===== config.mk =====
export PLATFORM = sky130hd
export DESIGN_NAME = sp_rf_waddr_pipe
export DESIGN_NICKNAME = d
export VERILOG_FILES = /design/src/rtl/sp_rf_waddr_pipe.sv
export SDC_FILE = /design/constraint.sdc
export NUM_CORES = 1
export LEC_CHECK = 0
export CAP_MARGIN = 20
export CORE_ASPECT_RATIO = 1.75
export CORE_MARGIN = 3
export CORE_UTILIZATION = 30
export DETAILED_ROUTE_END_ITERATION = 10
export PLACE_DENSITY = 0.63
export SYNTH_ARGS = -nofsm -noshare
export SYNTH_HDL_FRONTEND = slang
export SYNTH_SLANG_ARGS = --single-unit
export TNS_END_PERCENT = 50

===== constraint.sdc =====
create_clock -name clk -period 2 [get_ports clk]
set_input_delay 0.4 -clock clk [delete_from_list [all_inputs] [get_ports clk]]
set_output_delay 0.4 -clock clk [all_outputs]
set_load 0.05 [all_outputs]

===== src/rtl/sp_rf_waddr_pipe.sv =====
// sp_rf_waddr_pipe: destination-register pipeline EX->DF->WB with RD-stage bypass selects and load-use interlock
module sp_rf_waddr_pipe #(
    parameter int ADDR_W      = 5,
    parameter bit R0_WRITABLE = 1'b0
) (
    input  logic              clk,
    input  logic              reset_l,
    input  logic              stall,
    input  logic              iss_valid,
    input  logic              iss_wen,
    input  logic [ADDR_W-1:0] iss_waddr,
    input  logic              iss_is_load,
    input  logic              ex_kill,
    input  logic [ADDR_W-1:0] rd_rs,
    input  logic [ADDR_W-1:0] rd_rt,
    output logic [ADDR_W-1:0] wb_waddr,
    output logic              wb_wen,
    output logic [1:0]        fwd_rs_sel,
    output logic [1:0]        fwd_rt_sel,
    output logic              load_use
);
    logic              ex_v, df_v, wb_v, ex_ld, df_ld, wb_ld, wb_done, q;
    logic [ADDR_W-1:0] ex_addr, df_addr, wb_addr;

    assign q        = iss_valid & iss_wen & (R0_WRITABLE | (iss_waddr != '0));
    assign wb_wen   = wb_v & ~wb_done;
    assign wb_waddr = wb_addr;

    always_ff @(posedge clk) begin
        if (!reset_l) begin
            {ex_v, df_v, wb_v, ex_ld, df_ld, wb_ld, wb_done} <= '0;
            {ex_addr, df_addr, wb_addr} <= '0;
        end else if (!stall) begin
            ex_v    <= q;
            ex_addr <= iss_waddr;
            ex_ld   <= iss_is_load;
            df_v    <= ex_v & ~ex_kill;
            df_addr <= ex_addr;
            df_ld   <= ex_ld;
            wb_v    <= df_v;
            wb_addr <= df_addr;
            wb_ld   <= df_ld;
            wb_done <= 1'b0;
        end else begin
            if (ex_kill) ex_v <= 1'b0;
            // a frozen WB entry writes on its first stalled edge only
            if (wb_wen) wb_done <= 1'b1;
        end
    end

    function automatic logic [1:0] byp(input logic [ADDR_W-1:0] x);
        return (!R0_WRITABLE && x == '0)  ? 2'b00 :
               (ex_v && ex_addr == x)     ? (ex_ld ? 2'b00 : 2'b01) :
               (df_v && df_addr == x)     ? 2'b10 :
               (wb_v && wb_addr == x)     ? 2'b11 : 2'b00;
    endfunction

    always_comb begin
        fwd_rs_sel = byp(rd_rs);
        fwd_rt_sel = byp(rd_rt);
        load_use   = ex_v & ex_ld &
                     ((ex_addr == rd_rs && (R0_WRITABLE || rd_rs != '0)) ||
                      (ex_addr == rd_rt && (R0_WRITABLE || rd_rt != '0)));
    end
endmodule

### Word level (Yosys, flattened, before mapping)

Index checks and enable logic that the tools add are counted.

| operators by class | value |
|---|---|
| bitwise gates (word level) | 8 |
| multiplexer cells | 11 |
| equal/unequal tests | 7 |
| reduce and logical (&&, ||, !) cells | 15 |

Operators with widths:

| kind | count |
|---|---|
| $eq A5 B5 Y1 | 6 |
| $mux W2 | 8 |
| $reduce_bool A5 Y1 | 3 |
| $logic_not A5 Y1 | 2 |
| $logic_and A1 B1 Y1 | 8 |
| $and A1 B1 Y1 | 6 |
| $mux W1 | 3 |
| $ne A2 B1 Y1 const B | 1 |
| $not A1 Y1 | 2 |
| $reduce_and A2 Y1 | 1 |
| $logic_or A1 B1 Y1 | 1 |

| storage, ports and cells | value |
|---|---|
| logic and storage cells | 49 |
| bits of input ports | 22 |
| register bits after elaboration | 20 |
| output and inout bits | 11 |

### Longest topological paths before layout

| logic depth | value |
|---|---|
| word-level depth | 6 |
| depth in mapped cells | 5 |
| gate-level depth less buffers | 4 |

### Worst setup path after synthesis

Ideal clock, no wire load.

| timing path | value |
|---|---|
| kind | register to output |
| start point | register wb_addr[0], in the netlist wb_waddr[0] |
| end point | output port fwd_rt_sel[0] |
| cell stages (with the launch flop) | 5 |
| data arrival time | 2.383 ns |
| setup slack | -0.783 ns |
| required time | 1.600 ns |
| buffers on the path | 0 |
| cells stage by stage | dfxtp_1 > xor2_1 > nor4_1 > nand3_1 > o31ai_1 |

| between the ends | value |
|---|---|
| longest elaborated chain between the ends | 6 |

Ends and longest elaborated chain:

| element | line | text |
|---|---|---|
| start: declaration | 23 | `logic [ADDR_W-1:0] ex_addr, df_addr, wb_addr;` |
| start signal: assignment | 41 | `wb_addr <= df_addr;` |
| $eq A5 B5 Y1 | 55 | `(wb_v && wb_addr == x) ? 2'b11 : 2'b00;` |
| $logic_and A1 B1 Y1 | 55 |  |
| $mux W2 | 55 |  |
| $mux W2 | 54 | `(df_v && df_addr == x) ? 2'b10 :` |
| $mux W2 | 53 | `(ex_v && ex_addr == x) ? (ex_ld ? 2'b00 : 2'b01) :` |
| $mux W2 | 52 | `return (!R0_WRITABLE && x == '0) ? 2'b00 :` |
| end: declaration | 19 | `output logic [1:0] fwd_rt_sel,` |

Every way passes these cells.

### Worst setup path after layout

| timing path | value |
|---|---|
| start point | register ex_addr[1] |
| end point | output port fwd_rs_sel[0] |

| between the ends | value |
|---|---|
| longest elaborated chain between the ends | 4 |

Ends and longest elaborated chain:

| element | line | text |
|---|---|---|
| start: declaration | 23 |  |
| start signal: assignment | 35 | `ex_addr <= iss_waddr;` |
| $eq A5 B5 Y1 | 53 |  |
| $logic_and A1 B1 Y1 | 53 |  |
| $mux W2 | 53 |  |
| $mux W2 | 52 |  |
| end: declaration | 18 | `output logic [1:0] fwd_rs_sel,` |

Every way passes these cells.

==> qor.txt <==
POWER AND IR DROP
--------------------------------------------------------------------------------------
Post-route total power                                                      0.000948 W
Proportion of total power due to net switching                                   26.4%
Worst VDD drop                                                                0.335 mV
Flop pwr share                                                                   45.0%
Combinational share of power                                                     22.2%
Share of power burned in the clock network                                       32.8%
Static Leak                                                                   0.831 nW
Switching power summed over all nets                                        0.000250 W
Power per standard cell area                                                465 mW/mm²
Pint                                                                        0.000697 W

WORST SETUP PATH
--------------------------------------------------------------------------------------
Data arrival time of the critical path                                         1.73 ns
Crit Path Category                                                        flop to primary output
Worst setup SP type                                                               flop
Minimum setup slack among reg-to-reg paths                                     1.12 ns
Standard cell with the maximum stage delay on the critical path           sky130_fd_sc_hd__or4b_4
Top cell family by delay on the critical path                             simple AND/OR/NAND/NOR gates
Worst setup EP type                                                       primary output
CP max FO                                                                            4
Delay of the slowest cell on the worst path                                    0.53 ns
Required time of the critical path                                             1.60 ns
Bufs and invs on worst path                                                          1
Cell-by-cell listing of the critical path                                 xnor2_2 > nand4_1 > or4b_4 > o31ai_4 > buf_12

SYNTHESIS
--------------------------------------------------------------------------------------
Flip-flop and latch count after synthesis                                           20
Yosys warning total                                                                  0
Leading register cell type out of synthesis                               sky130_fd_sc_hd__dfxtp_1
Mapped Nets                                                                        152
Share of flip-flops with an asynchronous set or reset                               0%
Sequential fraction of the synthesis area                                        32.7%
Mean post-synth cell area                                                     9.42 µm²
Number of distinct standard cells referenced by the synthesized netlist             28
Post-synthesis cell count                                                          130
Post-synthesis instance area                                               0.00122 mm²
Number of synthesized flops with an enable pin                                       0

TIMING
--------------------------------------------------------------------------------------
Tightest slew margin relative to the limit                                       61.0%
Finish-stage setup viols                                                             5
Hold Fails Final Rpt                                                                 0
Final critical-path required period                                            2.13 ns
Worst slack on hold paths                                                     0.510 ns
Maximum clock frequency                                                        469 MHz
Final critical-path setup slack                                              -0.132 ns
Largest clock skew in the final design                                      0.00807 ns
Unrepaired setup endpoints after global routing                                    yes
Worst slew pin tran                                                           0.583 ns
Total count of max-transition violations in the final report                         0
Crit share post-route                                                             107%

FINAL LAYOUT
--------------------------------------------------------------------------------------
Sequential cell area                                                           433 µm²
Post-Layout Cell Count                                                             229
Number of nets in the layout                                                       204
Count of fill cells added during filler insertion                                  368
Share of cells above drive strength 1                                            42.0%
Synth-to-layout area growth                                                      66.2%
Count of inserted antenna diode cells                                                0
Area of combinational cells with multiple inputs                               977 µm²
Fin area                                                                   0.00204 mm²

CTS
--------------------------------------------------------------------------------------
H-tree levels                                                                        1
Reg clk slew, reported paths                                                   0.08 ns
# clock sinks                                                                       20
Clock latency on the worst-skew pair                                           0.26 ns
Number of buffers on the longest clock path                                          2
TritonCTS clock tree                                                               yes
Root buf cell                                                             sky130_fd_sc_hd__clkbuf_8
Total of hold buffers inserted after clock tree synthesis                            0
Total clock buffers created by CTS                                                   3

PLACEMENT
--------------------------------------------------------------------------------------
Placement-stage cell area                                                  0.00183 mm²
Count of buffers from port buffering                                                32
Number of placed cells counting well taps                                          221
Setup slack after placement                                                  -0.622 ns
Final weighted congestion in routability-driven placement                        0.873
Post-DP HPWL                                                                   2.74 mm

STATUS
--------------------------------------------------------------------------------------
Run status                                                                complete, but fails checks
Violated checks                                                           negative setup slack

DETAILED ROUTING
--------------------------------------------------------------------------------------
Sum of routed wire segments on met1                                            1.34 mm
Vias after detailed routing                                                       1106
First-pass iteration count of the detailed router                                    4
Wire length after detailed routing                                             3.57 mm
Average wire per cell in the routed design                                     15.6 µm
Detailed-routed wire length on met2                                            1.99 mm
Vias per inst                                                                     4.83
Residual DRC count                                                                   0
Highest Signal Layer                                                              met4
Detail Route met3 WL                                                            117 µm
Starting DRC count in detailed routing                                              16
Count of nets left with antenna violations after detail routing                      0

DIE
--------------------------------------------------------------------------------------
Cell Rows                                                                           30
Die Footprint                                                              0.00492 mm²
Horizontal die dimension                                                       54.3 µm
Initial standard-cell utilization of the core                                    31.4%
Core area                                                                  0.00390 mm²
Vert. Die Dim                                                                  90.5 µm
Boundary pin count                                                                  33

RUN
--------------------------------------------------------------------------------------
Number of maximum-capacitance constraint violations                                  0

GLOBAL ROUTE
--------------------------------------------------------------------------------------
Antenna violations before repair                                                     0
Overall global routing resource usage                                            16.0%
Via count of the first global-routing pass                                        1223
Wire length of the first global-routing pass                                   5.77 mm
Pin count of the biggest net entering global routing                                23
Overflow after GRT                                                                   0

HOLD PATH
--------------------------------------------------------------------------------------
Class of the worst hold path                                              flop to flop

==> layout make-up <==
type / instances / area share, %
Tap cell: 48 / 2.95
Timing Repair Buffer: 52 / 25.1
Sequential cell: 20 / 21.3
Clock buffer: 4 / 2.70
Multi-Input combinational cell: 105 / 48.0
==> Yosys cell counts, types with 2 or more instances <==
cell type / number / area (µm²)
sky130_fd_sc_hd__dfxtp_1: 20 / 400
sky130_fd_sc_hd__nor2b_1: 19 / 119
sky130_fd_sc_hd__mux2i_1: 17 / 170
sky130_fd_sc_hd__xor2_1: 16 / 140
sky130_fd_sc_hd__xnor2_1: 13 / 114
sky130_fd_sc_hd__nand3_1: 4 / 20.0
sky130_fd_sc_hd__nor4_1: 4 / 25.0
sky130_fd_sc_hd__a21oi_1: 3 / 15.0
sky130_fd_sc_hd__clkbuf_1: 3 / 11.3
sky130_fd_sc_hd__nand2_1: 3 / 11.3
sky130_fd_sc_hd__nor3b_1: 3 / 22.5
sky130_fd_sc_hd__and3_1: 2 / 12.5
sky130_fd_sc_hd__buf_2: 2 / 10.0
sky130_fd_sc_hd__nand4_1: 2 / 12.5
sky130_fd_sc_hd__nor2_1: 2 / 7.51
sky130_fd_sc_hd__nor3_1: 2 / 10.0
sky130_fd_sc_hd__o21ai_0: 2 / 10.0
sky130_fd_sc_hd__o31ai_1: 2 / 15.0
sky130_fd_sc_hd__or4b_1: 2 / 20.0
==> placed cells by master (no fill, tap or decap), drive strengths merged <==
| master | count |
|---|---|
| nor4 | 4 |
| nand4 | 2 |
| nand3b | 1 |
| o31ai | 2 |
| nand3 | 4 |
| nor2b | 19 |
| nor3 | 2 |
| clkdlybuf4s50 | 15 |
| o211ai | 1 |
| o21a | 1 |
| a21oi | 3 |
| nor2 | 2 |
| mux2i | 17 |
| xnor2 | 14 |
| dlygate4sd2 | 2 |
| clkdlybuf4s15 | 2 |
| or4b | 2 |
| nor3b | 3 |
| o21ai | 3 |
| and2 | 1 |
| buf | 33 |
| clkbuf | 4 |
| nand2 | 4 |
| dfxtp | 20 |
| or4 | 1 |
| and3 | 2 |
| o211a | 1 |
| xor2 | 16 |
==> registers in the layout (all words and copies together) (netlist names) <==
| signal | flops |
|---|---|
| wb_waddr | 5 |
| ex_ld | 1 |
| wb_v | 1 |
| ex_addr | 5 |
| df_v | 1 |
| df_addr | 5 |
| wb_done | 1 |
| ex_v | 1 |
==> power by group through the flow <==
stage | clock, W | combinational, W | sequential [W]
after floorplan | 0 | 0.0000917 | 0.000436
after global placement | 0 | 0.000191 | 0.000435
after detailed placement | 0 | 0.000196 | 0.000435
after CTS | 0.000319 | 0.000204 | 0.000427
after global routing | 0.000338 | 0.000225 | 0.000429
final | 0.000311 | 0.000210 | 0.000427
==> routing by layer <==
layer,up-vias,GRT usage (%)
met5,-,0
li1,550,-
met3,13,2.15
met2,29,27.8
met1,514,18.2
met4,0,6.86
==> path summary, 6_finish.rpt <==
path	start	endpoint	cells past startpoint
max reg2reg	wb_waddr[2]	wb_waddr[2]	4
max	ex_addr[1]	fwd_rs_sel[0]	5
min	wb_done	wb_done	1
min reg2reg	wb_done	wb_done	1
==> kinds of logic after synthesis <==
kind of cell,share of synthesized area (%)
simple gates,23.9
buf+inv,1.74
compound gates,5.72
xor+xnor,22.1
mux,13.9
flops,32.7
==> what timing repair did <==
action	CTS	global route
pin swaps	20	14
setup endpoints to repair	5	5
setup buffers	2	2
resized for setup	62	10
==> per-stage QoR <==
| stage | setup TNS (ns) | utilization, % |
|---|---|---|
| 2_1_floorplan | 0 | - |
| 3_3_place_gp | -2.51 | 46.9 |
| 3_5_place_dp | -2.65 | 46.9 |
| 4_1_cts | -0.674 | 51.0 |
| 5_1_grt | -0.801 | 52.1 |
| 6_report | -0.532 | 52.1 |
No activity file was read; power rests on OpenSTA's default activity.
